<file path="config.mk">
export PLATFORM = sky130hd
export DESIGN_NAME = fp_sgnj_arb
export DESIGN_NICKNAME = d
export VERILOG_FILES = /design/src/rtl/fp_sgnj_arb.sv
export SDC_FILE = /design/constraint.sdc
export NUM_CORES = 1
export LEC_CHECK = 0
export ABC_AREA = 1
export BUFFER_PORTS_ARGS = -buffer_cell sky130_fd_sc_hd__buf_2
export CAP_MARGIN = 20
export CORE_MARGIN = 3
export CORE_UTILIZATION = 30
export DETAILED_ROUTE_END_ITERATION = 12
export GPL_ROUTABILITY_DRIVEN = 0
export PLACE_DENSITY = 0.63
export SLEW_MARGIN = 25
export SYNTH_ARGS = -nofsm -noshare
export SYNTH_HDL_FRONTEND = slang
export SYNTH_HIERARCHICAL = 1
export SYNTH_SLANG_ARGS = --single-unit
</file>
<file path="constraint.sdc">
create_clock -name clk -period 2.7 [get_ports clk]
set_input_delay 0.27 -clock clk [delete_from_list [all_inputs] [get_ports clk]]
set_output_delay 0.27 -clock clk [all_outputs]
set_load 0.01 [all_outputs]
</file>
<file path="src/rtl/fp_sgnj_arb.sv">
// Two-requester round-robin arbiter around a shared FP sign-inject unit.
// One op granted per cycle into a registered valid/ready result stage.
//
// fp_sgnj ports:
//   a_i, b_i  operands (a = magnitude source, b = sign source)
//   fmt_i     0=F32, 1=F64, else illegal (zero result)
//   rm_i      0=SGNJ, 1=SGNJN, 2=SGNJX, else sign forced to 0
//   res_o     result, err_o illegal fmt/rm flag
//
// fp_sgnj_arb ports:
//   clk, rst_n             clock, async active-low reset
//   req_valid/req_ready    per-requester handshake (bit i = requester i)
//   req_data1/req_data2    operands, requester i at [64i +: 64]
//   req_fmt/req_rm/req_tag per-requester fmt, op and tag
//   o_valid/o_ready        result handshake
//   o_result/o_tag/o_src   result, its tag and issuing requester
//   o_err                  op had an illegal fmt or rm
//   cnt0/cnt1              accepted-op counters per requester

module fp_sgnj (
  input  logic [63:0] a_i,
  input  logic [63:0] b_i,
  input  logic [1:0]  fmt_i,
  input  logic [2:0]  rm_i,
  output logic [63:0] res_o,
  output logic        err_o
);

  logic sa;
  logic sb;
  logic s;

  always_comb begin
    sa    = 1'b0;
    sb    = 1'b0;
    s     = 1'b0;
    res_o = '0;
    err_o = (fmt_i > 2'd1) || (rm_i > 3'd2);
    case (fmt_i)
      2'd0: begin
        sa = a_i[31];
        sb = b_i[31];
      end
      2'd1: begin
        sa = a_i[63];
        sb = b_i[63];
      end
      default: ;
    endcase
    case (rm_i)
      3'd0:    s = sb;
      3'd1:    s = ~sb;
      3'd2:    s = sa ^ sb;
      default: s = 1'b0;
    endcase
    case (fmt_i)
      2'd0:    res_o = {32'h0, s, a_i[30:0]};
      2'd1:    res_o = {s, a_i[62:0]};
      default: res_o = '0;
    endcase
  end

endmodule

module fp_sgnj_arb #(
  parameter int TAG_W = 4,
  parameter int CNT_W = 16
) (
  input  logic               clk,
  input  logic               rst_n,
  input  logic [1:0]         req_valid,
  output logic [1:0]         req_ready,
  input  logic [127:0]       req_data1,
  input  logic [127:0]       req_data2,
  input  logic [3:0]         req_fmt,
  input  logic [5:0]         req_rm,
  input  logic [2*TAG_W-1:0] req_tag,
  output logic               o_valid,
  input  logic               o_ready,
  output logic [63:0]        o_result,
  output logic [TAG_W-1:0]   o_tag,
  output logic               o_src,
  output logic               o_err,
  output logic [CNT_W-1:0]   cnt0,
  output logic [CNT_W-1:0]   cnt1
);

  logic             valid_q, valid_d;
  logic [63:0]      result_q, result_d;
  logic [TAG_W-1:0] tag_q, tag_d;
  logic             src_q, src_d;
  logic             err_q, err_d;
  logic [CNT_W-1:0] cnt0_q, cnt0_d;
  logic [CNT_W-1:0] cnt1_q, cnt1_d;
  logic             ptr_q, ptr_d;

  logic             slot;
  logic             any_v;
  logic             sel;
  logic             accept;
  logic [63:0]      op_a;
  logic [63:0]      op_b;
  logic [1:0]       op_fmt;
  logic [2:0]       op_rm;
  logic [TAG_W-1:0] op_tag;
  logic [63:0]      op_res;
  logic             op_err;

  assign slot  = !valid_q || o_ready;
  assign any_v = |req_valid;

  // Contention goes to ptr; a lone requester wins outright.
  assign sel = (&req_valid) ? ptr_q : req_valid[1];

  // Grant is gated by reset so nothing is taken while rst_n is low.
  always_comb begin
    req_ready = 2'b00;
    if (any_v && slot && rst_n) begin
      req_ready = sel ? 2'b10 : 2'b01;
    end
  end

  assign accept = |req_ready;

  assign op_a   = req_data1[64*sel +: 64];
  assign op_b   = req_data2[64*sel +: 64];
  assign op_fmt = req_fmt[2*sel +: 2];
  assign op_rm  = req_rm[3*sel +: 3];
  assign op_tag = req_tag[TAG_W*sel +: TAG_W];

  fp_sgnj u_sgnj (
    .a_i   (op_a),
    .b_i   (op_b),
    .fmt_i (op_fmt),
    .rm_i  (op_rm),
    .res_o (op_res),
    .err_o (op_err)
  );

  always_comb begin
    valid_d  = valid_q;
    result_d = result_q;
    tag_d    = tag_q;
    src_d    = src_q;
    err_d    = err_q;
    cnt0_d   = cnt0_q;
    cnt1_d   = cnt1_q;
    ptr_d    = ptr_q;
    if (accept) begin
      valid_d  = 1'b1;
      result_d = op_res;
      tag_d    = op_tag;
      src_d    = sel;
      err_d    = op_err;
      ptr_d    = ~sel;
      if (sel) begin
        cnt1_d = cnt1_q + CNT_W'(1);
      end else begin
        cnt0_d = cnt0_q + CNT_W'(1);
      end
    end else if (o_ready) begin
      valid_d = 1'b0;
    end
  end

  always_ff @(posedge clk or negedge rst_n) begin
    if (!rst_n) begin
      valid_q  <= 1'b0;
      result_q <= '0;
      tag_q    <= '0;
      src_q    <= 1'b0;
      err_q    <= 1'b0;
      cnt0_q   <= '0;
      cnt1_q   <= '0;
      ptr_q    <= 1'b0;
    end else begin
      valid_q  <= valid_d;
      result_q <= result_d;
      tag_q    <= tag_d;
      src_q    <= src_d;
      err_q    <= err_d;
      cnt0_q   <= cnt0_d;
      cnt1_q   <= cnt1_d;
      ptr_q    <= ptr_d;
    end
  end

  assign o_valid  = valid_q;
  assign o_result = result_q;
  assign o_tag    = tag_q;
  assign o_src    = src_q;
  assign o_err    = err_q;
  assign cnt0     = cnt0_q;
  assign cnt1     = cnt1_q;

endmodule

</file>
# Yosys cells after proc, flatten, opt, wreduce, memory -nomap -nowiden
# Index checks and enable logic that the tools add are counted.
# classes
shifts	5
addsub	2
eq_ne	3
n_mul	1
order_cmp	2
n_bitwise	3
n_mux	9
n_reduce_logical	13
# op_table
operator	count
variable part select 128 x 8 -> 64 bit	2
one-hot mux 64 bit (2 select lines)	1
adder 16 x 1 -> 16 bit, second input constant	2
variable part select 8 x 4 -> 4 bit	1
AND reduction 2 bit	3
variable part select 6 x 4 -> 3 bit	1
2-to-1 mux 2 bit	2
one-hot mux 1 bit (2 select lines)	2
OR reduction 2 bit	2
variable part select 4 x 3 -> 2 bit	1
== test 3 x 1 -> 1 bit, second input constant	1
== test 3 x 2 -> 1 bit, second input constant	1
> comparator 3 x 2 -> 1 bit, second input constant	1
zero test 3 bit	1
multiplier 2 x 1 -> 3 bit, first input constant	1
2-to-1 mux 1 bit	3
one-hot mux 1 bit (3 select lines)	1
== test 2 x 1 -> 1 bit, second input constant	1
> comparator 2 x 1 -> 1 bit, second input constant	1
logical AND 1 bit	2
zero test 2 bit	1
logical OR 1 bit	2
inverter 1 bit	2
nonzero test 2 bit	1
2 further kinds	2
# word_totals
output_inout_bits	105
wordCells	46
inputBits	279
ff_bits	104

# Logic depth before layout (Yosys ltp)
# Gate-level depths: netlist of run 1.
# logic_depth
depth_word	8
mapped_depth	18
depth_no_buf	15

# Modules after synthesis
# The synthesis of run 1 kept the hierarchy.
# modules_own_cells
module	n_inst	area_per_inst_um2	seq_area_each_um2	cells_each
fp_sgnj_arb	1	6160.9	2602.5	972
fp_sgnj	1	636.9	0.0	158

# Worst setup path before layout of run 1
# No wires, ideal clock.
# synth_path
kind	flip-flop to flip-flop
startpoint	register ptr_q
endpoint	register result_q[31] (netlist: o_result[31])
setup_slack_ns	0.731
arrival_time_ns	1.852
period_less_slack_ns	1.969
path_buffers	3
setup_time_ns	0.116
stages_incl_launch_ff	19
path_cell_list	dfrtp_1 > inv_1 > a21oi_4 > buf_2 > buf_2 > nand2_1 > nand2_1 > buf_6 > inv_2 > nand3_1 > nand2_2 > inv_2 > nand2_2 > nand3_2 > nand2_1 > nand2_1 > nand2_1 > nand2_1 > nand2_1
# synth_via
elab_chain_len	7
word_cells_on_any_way	20
cone_classes	mul (1); eq/ne (3); shift (4); mux (7); bitwise (2); reduce/logical (3)
# synth_lines
item	line_no	source
start: declaration	95	logic ptr_q, ptr_d;
start signal: assignment	184	ptr_q <= ptr_d;
2-to-1 mux 1 bit (*)	113	assign sel = (&req_valid) ? ptr_q : req_valid[1];
variable part select 4 x 3 -> 2 bit (*)	127	assign op_fmt = req_fmt[2*sel +: 2];
net op_fmt[1]	103	logic [1:0] op_fmt;
== test 2 x 1 -> 1 bit / zero test 2 bit (equally long branches)	39, 56	
one-hot mux 1 bit (2 select lines)	39	case (fmt_i)
bitwise XOR 1 bit / inverter 1 bit (equally long branches)	53, 52	
one-hot mux 1 bit (3 select lines)	50	case (rm_i)
one-hot mux 64 bit (2 select lines) (*)	56	case (fmt_i)
net op_res[31]	106	logic [63:0] op_res;
end signal: assignment	178	result_q <= result_d;
end: declaration	89	logic [63:0] result_q, result_d;
# The timed path passes the listed nets; every way through them passes the cells marked *.
# A chain may end at the register's enable or synchronous reset.

# Worst setup path in the final report of run 1
# layout_path
startpoint	register ptr_q
endpoint	output port req_ready[1]
# layout_via
elab_chain_len	3
# layout_lines
item	line_no	source
2-to-1 mux 1 bit	113	
2-to-1 mux 2 bit	119	req_ready = sel ? 2'b10 : 2'b01;
2-to-1 mux 2 bit	118	if (any_v && slot && rst_n) begin
end: declaration	72	output logic [1:0] req_ready,
# No other way between the ends.

==> results of run 1 <==
-- power groups by stage --
stage	registers, mW	logic (mW)	clock network (mW)
2_1_floorplan	2.09	0.637	0
3_3_place_gp	1.99	1.27	0
3_5_place_dp	1.99	1.29	0
4_1_cts	1.97	1.29	1.33
5_1_grt	2.00	1.44	1.39
6_report	1.96	1.26	1.28
-- placed cells by master, fill, tap and decap left out, types with 2 or more instances in the layout --
master and count:
sky130_fd_sc_hd__nor2_1 86, sky130_fd_sc_hd__buf_2 258, sky130_fd_sc_hd__nor2_4 2, sky130_fd_sc_hd__clkbuf_16 9, sky130_fd_sc_hd__buf_4 14, sky130_fd_sc_hd__nand2_2 3, sky130_fd_sc_hd__ha_1 2, sky130_fd_sc_hd__nand3_1 24
sky130_fd_sc_hd__and2_1 2, sky130_fd_sc_hd__xor2_1 5, sky130_fd_sc_hd__nand3_2 2, sky130_fd_sc_hd__nand4_1 14, sky130_fd_sc_hd__dfrtp_1 104, sky130_fd_sc_hd__nor3_1 4, sky130_fd_sc_hd__clkinvlp_4 4, sky130_fd_sc_hd__a21oi_1 3
sky130_fd_sc_hd__inv_1 96, sky130_fd_sc_hd__nand2_1 521, sky130_fd_sc_hd__inv_2 5, sky130_fd_sc_hd__xnor2_1 12
-- path summary, 6_finish.rpt --
path	startpoint	cells past startpoint	end
min in group clk	req_tag[7]	3	o_tag[3]
max	ptr_q	4	req_ready[1]
max in group asynchronous	rst_n	3	cnt0[12]
max reg2reg	ptr_q	9	o_result[34]
min reg2reg	o_result[12]	2	o_result[12]
min	rst_n	2	o_result[33]
-- routing by layer --
metal / vias up / global-route usage, % / routed length [um]
li1: 3228 / - / -
met1: 2696 / 20.6 / 7910
met2: 172 / 26.6 / 8500
met3: 11 / 3.87 / 1100
met4: 0 / 3.56 / 183
met5: - / 0 / 0
-- cell type report --
class | instances | area share [%]
clock buffers | 11 | 3.09
clock inverters | 5 | 0.525
inverters | 101 | 4.82
multi-input cells | 685 | 36.2
flip-flops and latches | 104 | 33.1
well taps | 265 | 4.22
repair buffers | 273 | 18.0
-- sequential cells by signal, indices dropped and copies added (netlist names) --
name and count:
o_src 1, o_tag 4, cnt0 16, o_result 64
ptr_q 1, o_err 1, o_valid 1, cnt1 16
-- stage by stage --
step	hold slack [ns]	total power, mW	utilization, %	cells
6_report	0.135	4.50	39.9	1444
5_1_grt	0.131	4.83	39.9	1444
4_1_cts	0.120	4.59	39.9	1444
3_5_place_dp	0.459	3.28	38.4	1428
3_3_place_gp	0.458	3.26	38.4	1428
2_1_floorplan	-0.0256	2.72	-	944
==> flow_metrics.env, run 1 <==
export IMPL_result_of_the_run="finished clean"
export IMPL_cell_count_after_synthesis=944
export IMPL_finalCritPeriodShare_pct=83.1
export IMPL_seq_area_um2=2600
export IMPL_path_max_fanout=27
export IMPL_internal_power_mw=2.94
export IMPL_clock_skew_ns=0.0119
export IMPL_finalWirelength_um=17700
export IMPL_fmax_mhz=446
export IMPL_post_cts_resized=0
export IMPL_crit_path_max_incr_delay_ns=0.52
export IMPL_top_cell_family_by_delay_on_the_critical_path="buffers and inverters"
export IMPL_grt_pass1_wl_um=28100
export IMPL_syn_area_um2=6100
export IMPL_drc_violation_count_after_routing=0
export IMPL_power_frac_comb_pct=28.0
export IMPL_design_portCount=384
export IMPL_setup_repair_after_global_routing_missed_its_margin="false"
export IMPL_die_height_um=149
export IMPL_criticalPathCategory="reg -> out"
export IMPL_endpoint_kind="output port"
export IMPL_floorplan_core_area_um2=19700
export IMPL_number_of_antenna_violations_at_the_first_check_in_global_routing=0
export IMPL_holdBufCountCts=0
export IMPL_htree_levels=3
export IMPL_final_layout_size_suffix_gt1_share_pct=25.8
export IMPL_final_max_slew_viol_count=0
export IMPL_finalWorstPathRequiredPeriod_ns=2.24
export IMPL_clk_pin_slew_ns=0.07
export IMPL_worst_path_max_delay_cell="sky130_fd_sc_hd__o21ai_4"
export IMPL_total_cts_buffers=9
export IMPL_drv_cap=0
export IMPL_finish_instance_area_um2=7860
export IMPL_synthesis_yosys_warnings=6
export IMPL_clkPwrFrac_pct=28.4
export IMPL_drtAntennaViolNets=0
export IMPL_dieArea_um2=22100
export IMPL_cts_root_buffer="sky130_fd_sc_hd__clkbuf_16"
export IMPL_dpl_instance_area_um2=7570
export IMPL_cts_root_to_sink_buffers=2
export IMPL_max_slew_margin_rel_pct=43.7
export IMPL_sequentialPowerShare_pct=43.6
export IMPL_power_leakage_nw=4.87
export IMPL_avgViaCountPerCell=4.23
export IMPL_tritoncts="built"
export IMPL_core_rowCount=51
export IMPL_final_setup_tns_ns=0
export IMPL_dr_first_iter_drc_count=162
export IMPL_critical_path_cell_chain="o21ai_4, buf_4, nor2_8, buf_2"
export IMPL_avgRoutedWirePerCell_um=12.3
export IMPL_syn_num_nets=1225
export IMPL_track_usage_pct=15.8
export IMPL_final_hold_violation_count=0
export IMPL_finalSetupViolations=0
export IMPL_first_global_vias=5587
export IMPL_clock_sinks=104
export IMPL_area_delta_synth_final_pct=28.8
export IMPL_power_net_switching_mw=1.56
export IMPL_pin_count_of_the_biggest_net_entering_global_routing=63
export IMPL_min_path_type="in -> async"
export IMPL_detailedPlacementHpwl_um=13300
export IMPL_worstSkewPairLatency_ns=0.35
export IMPL_post_cts_repair_setup_buffers=0
export IMPL_floorplan_initialDensity_pct=30.9
export IMPL_least_margin_pin_slew_ns=0.845
export IMPL_layout_nets=1455
export IMPL_pwr_density_cell_nw_per_um2=573
export IMPL_power_switching_share_pct=34.6
export IMPL_timing_critical_path_buf_inv=2
export IMPL_filler_cell_count=2103
export IMPL_routed_via_count=6107
export IMPL_r2r_slack_ns=0.62
export IMPL_cp_data_arrival_time_ns=1.97
export IMPL_critical_path_required_ns=2.43
export IMPL_n_antenna_cell=0
export IMPL_critPathLaunchType="register"
export IMPL_synthesis_area_per_instance_um2=6.46
export IMPL_detail_route_first_pass_iterations=4
export IMPL_finalWorstSetupSlack_ns=0.457
export IMPL_die_width_um=149
export IMPL_peakVddDrop_mv=0.263
export IMPL_place_ws_ns=0.497
export IMPL_portBuffers=259
export IMPL_multiInputGateArea_um2=2840
export IMPL_globalRoute_totalOverflow=0
Power figures use the tool's default switching activity.
==> inputs of run 2 (changes only) <==
--- a/config.mk
+++ b/config.mk
@@ -5,14 +5,14 @@
 export SDC_FILE = /design/constraint.sdc
 export NUM_CORES = 1
 export LEC_CHECK = 0
-export ABC_AREA = 1
+export ABC_AREA = 0
 export BUFFER_PORTS_ARGS = -buffer_cell sky130_fd_sc_hd__buf_2
 export CAP_MARGIN = 20
 export CORE_MARGIN = 3
 export CORE_UTILIZATION = 30
 export DETAILED_ROUTE_END_ITERATION = 12
 export GPL_ROUTABILITY_DRIVEN = 0
-export PLACE_DENSITY = 0.63
+export PLACE_DENSITY = 0.64
 export SLEW_MARGIN = 25
 export SYNTH_ARGS = -nofsm -noshare
 export SYNTH_HDL_FRONTEND = slang
==> constraint.sdc (replaced) <==
create_clock -name clk -period 2.32 [get_ports clk]
set_input_delay 0.232 -clock clk [delete_from_list [all_inputs] [get_ports clk]]
set_output_delay 0.232 -clock clk [all_outputs]
set_load 0.01 [all_outputs]
==> flow_metrics.env, run 2 <==
export IMPL_power_switching_share_pct=29.5
export IMPL_rr_worst_depth=9
export IMPL_filler_cell_count=1815
export IMPL_tritoncts="built"
export IMPL_routed_via_count=4381
export IMPL_worstSkewPairLatency_ns=0.34
export IMPL_setup_repair_after_global_routing_missed_its_margin="false"
export IMPL_clkPwrFrac_pct=30.9
export IMPL_final_setup_tns_ns=0
export IMPL_worstReg2RegEnd="o_result[63]"
export IMPL_final_max_slew_viol_count=0
export IMPL_final_hold_violation_count=0
export IMPL_die_height_um=144
export IMPL_dieArea_um2=20700
export IMPL_clk_pin_slew_ns=0.07
export IMPL_syn_num_nets=747
export IMPL_area_delta_synth_final_pct=32.5
export IMPL_power_net_switching_mw=1.60
export IMPL_finalWorstPathRequiredPeriod_ns=2.20
export IMPL_htree_levels=3
export IMPL_drc_violation_count_after_routing=0
export IMPL_design_portCount=384
export IMPL_endpoint_kind="register"
export IMPL_pin_count_of_the_biggest_net_entering_global_routing=65
export IMPL_critPathLaunchType="register"
export IMPL_detail_route_first_pass_iterations=4
export IMPL_post_route_util_pct=41.3
export IMPL_finalCritPeriodShare_pct=94.8
export IMPL_worstReg2RegStart="ptr_q"
export IMPL_final_cell_mix="258 x sky130_fd_sc_hd__buf_2, 137 x sky130_fd_sc_hd__mux2_2, 104 x sky130_fd_sc_hd__dfrtp_1"
export IMPL_min_path_type="in -> reg"
export IMPL_max_slew_margin_rel_pct=54.7
export IMPL_cell_count_after_synthesis=466
export IMPL_cp_data_arrival_time_ns=2.42
export IMPL_finalWirelength_um=14700
export IMPL_syn_area_um2=5710
export IMPL_clock_sinks=104
export IMPL_peakVddDrop_mv=0.381
export IMPL_result_of_the_run="finished clean"
export IMPL_globalRoute_totalOverflow=0
export IMPL_drv_cap=0
export IMPL_grt_pass1_wl_um=21900
export IMPL_total_cts_buffers=9
export IMPL_portBuffers=259
export IMPL_fmax_mhz=455
export IMPL_core_rowCount=49
export IMPL_largest_register_ffs=64
export IMPL_least_margin_pin_slew_ns=0.679
export IMPL_clock_skew_ns=0.00609
export IMPL_pwr_density_cell_nw_per_um2=718
export IMPL_cts_root_to_sink_buffers=2
export IMPL_power_leakage_nw=3.93
export IMPL_avgViaCountPerCell=4.55
export IMPL_final_layout_size_suffix_gt1_share_pct=59.9
export IMPL_avgRoutedWirePerCell_um=15.2
export IMPL_floorplan_core_area_um2=18300
export IMPL_detailedPlacementHpwl_um=10900
export IMPL_layout_commonest_cell="sky130_fd_sc_hd__buf_2"
export IMPL_track_usage_pct=13.6
export IMPL_synthesis_area_per_instance_um2=12.3
export IMPL_power_frac_comb_pct=26.9
export IMPL_criticalPathCategory="reg -> reg"
export IMPL_critical_path_required_ns=2.55
export IMPL_path_max_fanout=7
export IMPL_timing_hold_worst_endpoint="o_tag[0]"
export IMPL_synthesis_yosys_warnings=6
export IMPL_cts_root_buffer="sky130_fd_sc_hd__clkbuf_16"
export IMPL_first_global_vias=4250
export IMPL_die_width_um=144
export IMPL_number_of_antenna_violations_at_the_first_check_in_global_routing=1
export IMPL_finalSetupViolations=0
export IMPL_hold_path_stages=3
export IMPL_hp_start="req_tag[4]"
export IMPL_layout_nets=1009
export IMPL_r2r_slack_ns=0.12
export IMPL_sequentialPowerShare_pct=42.2
export IMPL_internal_power_mw=3.83
export IMPL_drtAntennaViolNets=0
export IMPL_dr_first_iter_drc_count=85
export IMPL_floorplan_initialDensity_pct=31.2
## run 2: layout make-up
cell class	count	area, um2	share of cell area, %
Clock inverter	7	100	1.32
Multi-Input combinational cell	327	2840	37.5
Antenna cell	1	2.50	0.0331
Sequential cell	104	2600	34.4
Timing Repair Buffer	280	1490	19.7
Clock buffer	9	225	2.98
Inverter	6	22.5	0.298
Tap cell	229	287	3.79
## run 2: worst max path at each step
stage,start,endpoint,slack [ns],depth (start not counted)
floorplan,ptr_q,o_result[31],0.002,10
global placement,ptr_q,o_result[63],-0.02,6
detailed placement,ptr_q,o_result[63],-0.06,6
CTS,ptr_q,o_result[31],0.09,9
global route,ptr_q,o_result[31],0.02,9
finish,ptr_q,o_result[63],0.12,9
## run 2: metal layers
| layer | track usage (%) | wire length, um | vias up | part of all wire [%] |
|---|---|---|---|---|
| li1 | - | - | 2143 | - |
| met1 | 16.3 | 6070 | 2081 | 41 |
| met2 | 24.2 | 7420 | 146 | 51 |
| met3 | 2.96 | 976 | 11 | 6.7 |
| met4 | 4.56 | 203 | 0 | 1.4 |
| met5 | 0 | 0 | - | 0 |
## run 2: critical path: stages (launching register included)
cell                        delay, ns
sky130_fd_sc_hd__dfrtp_1         0.38
sky130_fd_sc_hd__nand2b_1        0.19
sky130_fd_sc_hd__nand2_4         0.10
sky130_fd_sc_hd__buf_6           0.15
sky130_fd_sc_hd__mux2_2          0.39
sky130_fd_sc_hd__xor2_1          0.15
sky130_fd_sc_hd__a2bb2oi_1       0.14
sky130_fd_sc_hd__o2bb2ai_1       0.14
sky130_fd_sc_hd__and3b_1         0.18
sky130_fd_sc_hd__mux2_2          0.25
## run 2: what timing repair did
item                                    in CTS  in global routing
setup buffers                                4                  0
hold buffers                                 1                  0
gates resized for setup                      1                  3
gates cloned                                 1                  0
endpoints found under the setup margin      33                  2
hold endpoints to repair                    11                  0
pin swaps                                    1                  0
## run 2: stage by stage
step | area, um2 | instances | power [mW] | setup slack, ns | hold WS, ns
2_1_floorplan | 5710 | 466 | 3.18 | 0.00219 | -0.0636
3_3_place_gp | 7160 | 940 | 3.75 | -0.0205 | 0.115
3_5_place_dp | 7160 | 940 | 3.78 | -0.0606 | 0.114
4_1_cts | 7550 | 962 | 5.53 | 0.0901 | 0.169
5_1_grt | 7560 | 962 | 5.76 | 0.0164 | 0.200
6_report | 7560 | 963 | 5.43 | 0.121 | 0.193
## run 2: power by group through the flow
stage                     logic [mW]  clock network [mW]  registers [mW]
after floorplan                0.726                   0            2.45
after detailed placement        1.46                   0            2.32
after global routing            1.61                1.81            2.34
final                           1.46                1.68            2.29
after global placement          1.44                   0            2.31
after CTS                       1.49                1.75            2.29
==> inputs of run 3 (changes only) <==
--- a/config.mk
+++ b/config.mk
@@ -8,9 +8,9 @@
 export ABC_AREA = 0
 export BUFFER_PORTS_ARGS = -buffer_cell sky130_fd_sc_hd__buf_2
 export CAP_MARGIN = 20
-export CORE_MARGIN = 3
-export CORE_UTILIZATION = 30
+export CORE_AREA = 3 3 149 151
 export DETAILED_ROUTE_END_ITERATION = 12
+export DIE_AREA = 0 0 152 154
 export GPL_ROUTABILITY_DRIVEN = 0
 export PLACE_DENSITY = 0.64
 export SLEW_MARGIN = 25
==> flow_metrics.env, run 3 (same netlist as run 2, synthesis figures left out) <==
export IMPL_clock_sinks=104
export IMPL_htree_levels=3
export IMPL_number_of_antenna_violations_at_the_first_check_in_global_routing=0
export IMPL_floorplan_initialDensity_pct=27.3
export IMPL_cp_data_arrival_time_ns=2.48
export IMPL_cts_root_to_sink_buffers=2
export IMPL_worstReg2RegStart="ptr_q"
export IMPL_cts_root_buffer="sky130_fd_sc_hd__clkbuf_16"
export IMPL_floorplan_core_area_um2=21000
export IMPL_finalSetupViolations=0
export IMPL_grt_pass1_wl_um=23400
export IMPL_drv_cap=0
export IMPL_critPathLaunchType="register"
export IMPL_worstSkewPairLatency_ns=0.34
export IMPL_dr_first_iter_drc_count=127
export IMPL_cp_startpoint="ptr_q"
export IMPL_rr_worst_depth=9
export IMPL_detail_route_first_pass_iterations=4
export IMPL_detailedPlacementHpwl_um=10600
export IMPL_routed_via_count=4389
export IMPL_hold_path_stages=3
export IMPL_total_cts_buffers=9
export IMPL_setup_repair_after_global_routing_missed_its_margin="true"
export IMPL_finalCritPeriodShare_pct=94.9
export IMPL_clock_skew_ns=0.00659
export IMPL_largest_register_ffs=64
export IMPL_tritoncts="built"
export IMPL_n_antenna_cell=0
export IMPL_globalRoute_totalOverflow=0
export IMPL_pin_count_of_the_biggest_net_entering_global_routing=98
export IMPL_hp_start="req_tag[6]"
export IMPL_peakVddDrop_mv=0.435
export IMPL_portBuffers=259
export IMPL_criticalPathCategory="reg -> reg"
export IMPL_filler_cell_count=2158
export IMPL_final_cell_mix="258 x sky130_fd_sc_hd__buf_2, 138 x sky130_fd_sc_hd__mux2_2, 104 x sky130_fd_sc_hd__dfrtp_1"
export IMPL_post_layout_nonfiller_instances=996
export IMPL_track_usage_pct=12.1
export IMPL_multiInputGateArea_um2=2820
export IMPL_final_layout_size_suffix_gt1_share_pct=59.1
export IMPL_drc_violation_count_after_routing=0
export IMPL_min_path_type="in -> reg"
export IMPL_result_of_the_run="finished clean"
export IMPL_layout_commonest_cell="sky130_fd_sc_hd__buf_2"
export IMPL_area_delta_synth_final_pct=32.3
export IMPL_hold_slack_ns=0.188
export IMPL_finalWirelength_um=14100
export IMPL_first_global_vias=4637
export IMPL_design_portCount=384
export IMPL_critical_path_required_ns=2.60
export IMPL_core_rowCount=53
export IMPL_die_width_um=152
export IMPL_pwr_density_cell_nw_per_um2=720
export IMPL_avgRoutedWirePerCell_um=14.2
export IMPL_fmax_mhz=454
export IMPL_max_slew_margin_rel_pct=58.3
export IMPL_placedCellCount=978
export IMPL_least_margin_pin_slew_ns=0.625
export IMPL_die_height_um=154
export IMPL_r2r_slack_ns=0.12
export IMPL_dieArea_um2=23400
export IMPL_clk_pin_slew_ns=0.07
export IMPL_endpoint_kind="register"
export IMPL_finalPower_mw=5.44
export IMPL_final_max_slew_viol_count=0
export IMPL_final_setup_tns_ns=0
export IMPL_drtAntennaViolNets=0
export IMPL_path_max_fanout=11
export IMPL_final_hold_violation_count=0
export IMPL_post_route_util_pct=36.0
export IMPL_finalWorstPathRequiredPeriod_ns=2.20
export IMPL_seq_area_um2=2600
export IMPL_layout_nets=998
export IMPL_avgViaCountPerCell=4.41
export IMPL_power_leakage_nw=3.88
run 3: changes by cell type in the layout (fill, tap and decap cells not counted), sizes merged:
cell	change
clkinv	+2
inv	-4
buf	-10
diode	-1
nor2b	-1
bufinv	+1
run 3: metrics by stage:
step / worst slack [ns] / instance area, um2
3_5_place_dp: 0.0844 / 7190
2_1_floorplan: 0.00219 / 5710
4_1_cts: 0.0706 / 7540
5_1_grt: -0.0230 / 7550
6_report: 0.119 / 7550
3_3_place_gp: 0.0814 / 7190
run 3: metal layers:
layer / vias to the layer above / GRT usage [%] / wire, um
met1: 2089 / 15.0 / 5980
met4: 0 / 3.68 / 210
met3: 14 / 3.41 / 977
met5: - / 0 / 0
met2: 161 / 20.3 / 6960
li1: 2125 / - / -
run 3: cell type report:
| cell class | count | area share [%] |
|---|---|---|
| inverters | 6 | 0.298 |
| multi-input cells | 326 | 37.3 |
| clock buffers | 9 | 2.98 |
| flip-flops and latches | 104 | 34.5 |
| well taps | 275 | 4.56 |
| repair buffers | 270 | 19.0 |
| clock inverters | 6 | 1.44 |
run 3: what timing repair did:
action,CTS,global route
hold buffers,1,0
gates resized for setup,0,0
hold endpoints to repair,7,0
setup buffers,0,2
setup endpoints to repair,0,7
run 3: power by group:
part	internal (mW)	total, mW	switching [mW]
clock	1.05	1.73	0.679
sequential	2.09	2.29	0.196
combinational	0.755	1.42	0.664
run 3: worst paths after layout:
path / endpoint
setup / recovery: o_result[31]
hold / removal: o_tag[2]
setup reg to reg: o_result[31]
hold reg to reg: cnt0[15]
max in group asynchronous: o_result[8]
min in group asynchronous: o_src
run 3: worst max-delay path, cell delays in order, from the launching register on:
cell,delay (ns)
sky130_fd_sc_hd__dfrtp_1,0.38
sky130_fd_sc_hd__nand2b_1,0.20
sky130_fd_sc_hd__nand2_4,0.17
sky130_fd_sc_hd__buf_4,0.21
sky130_fd_sc_hd__mux2_2,0.39
sky130_fd_sc_hd__and2b_1,0.17
sky130_fd_sc_hd__a2bb2oi_1,0.15
sky130_fd_sc_hd__o2bb2ai_1,0.15
sky130_fd_sc_hd__a22o_1,0.18
sky130_fd_sc_hd__mux2_2,0.15
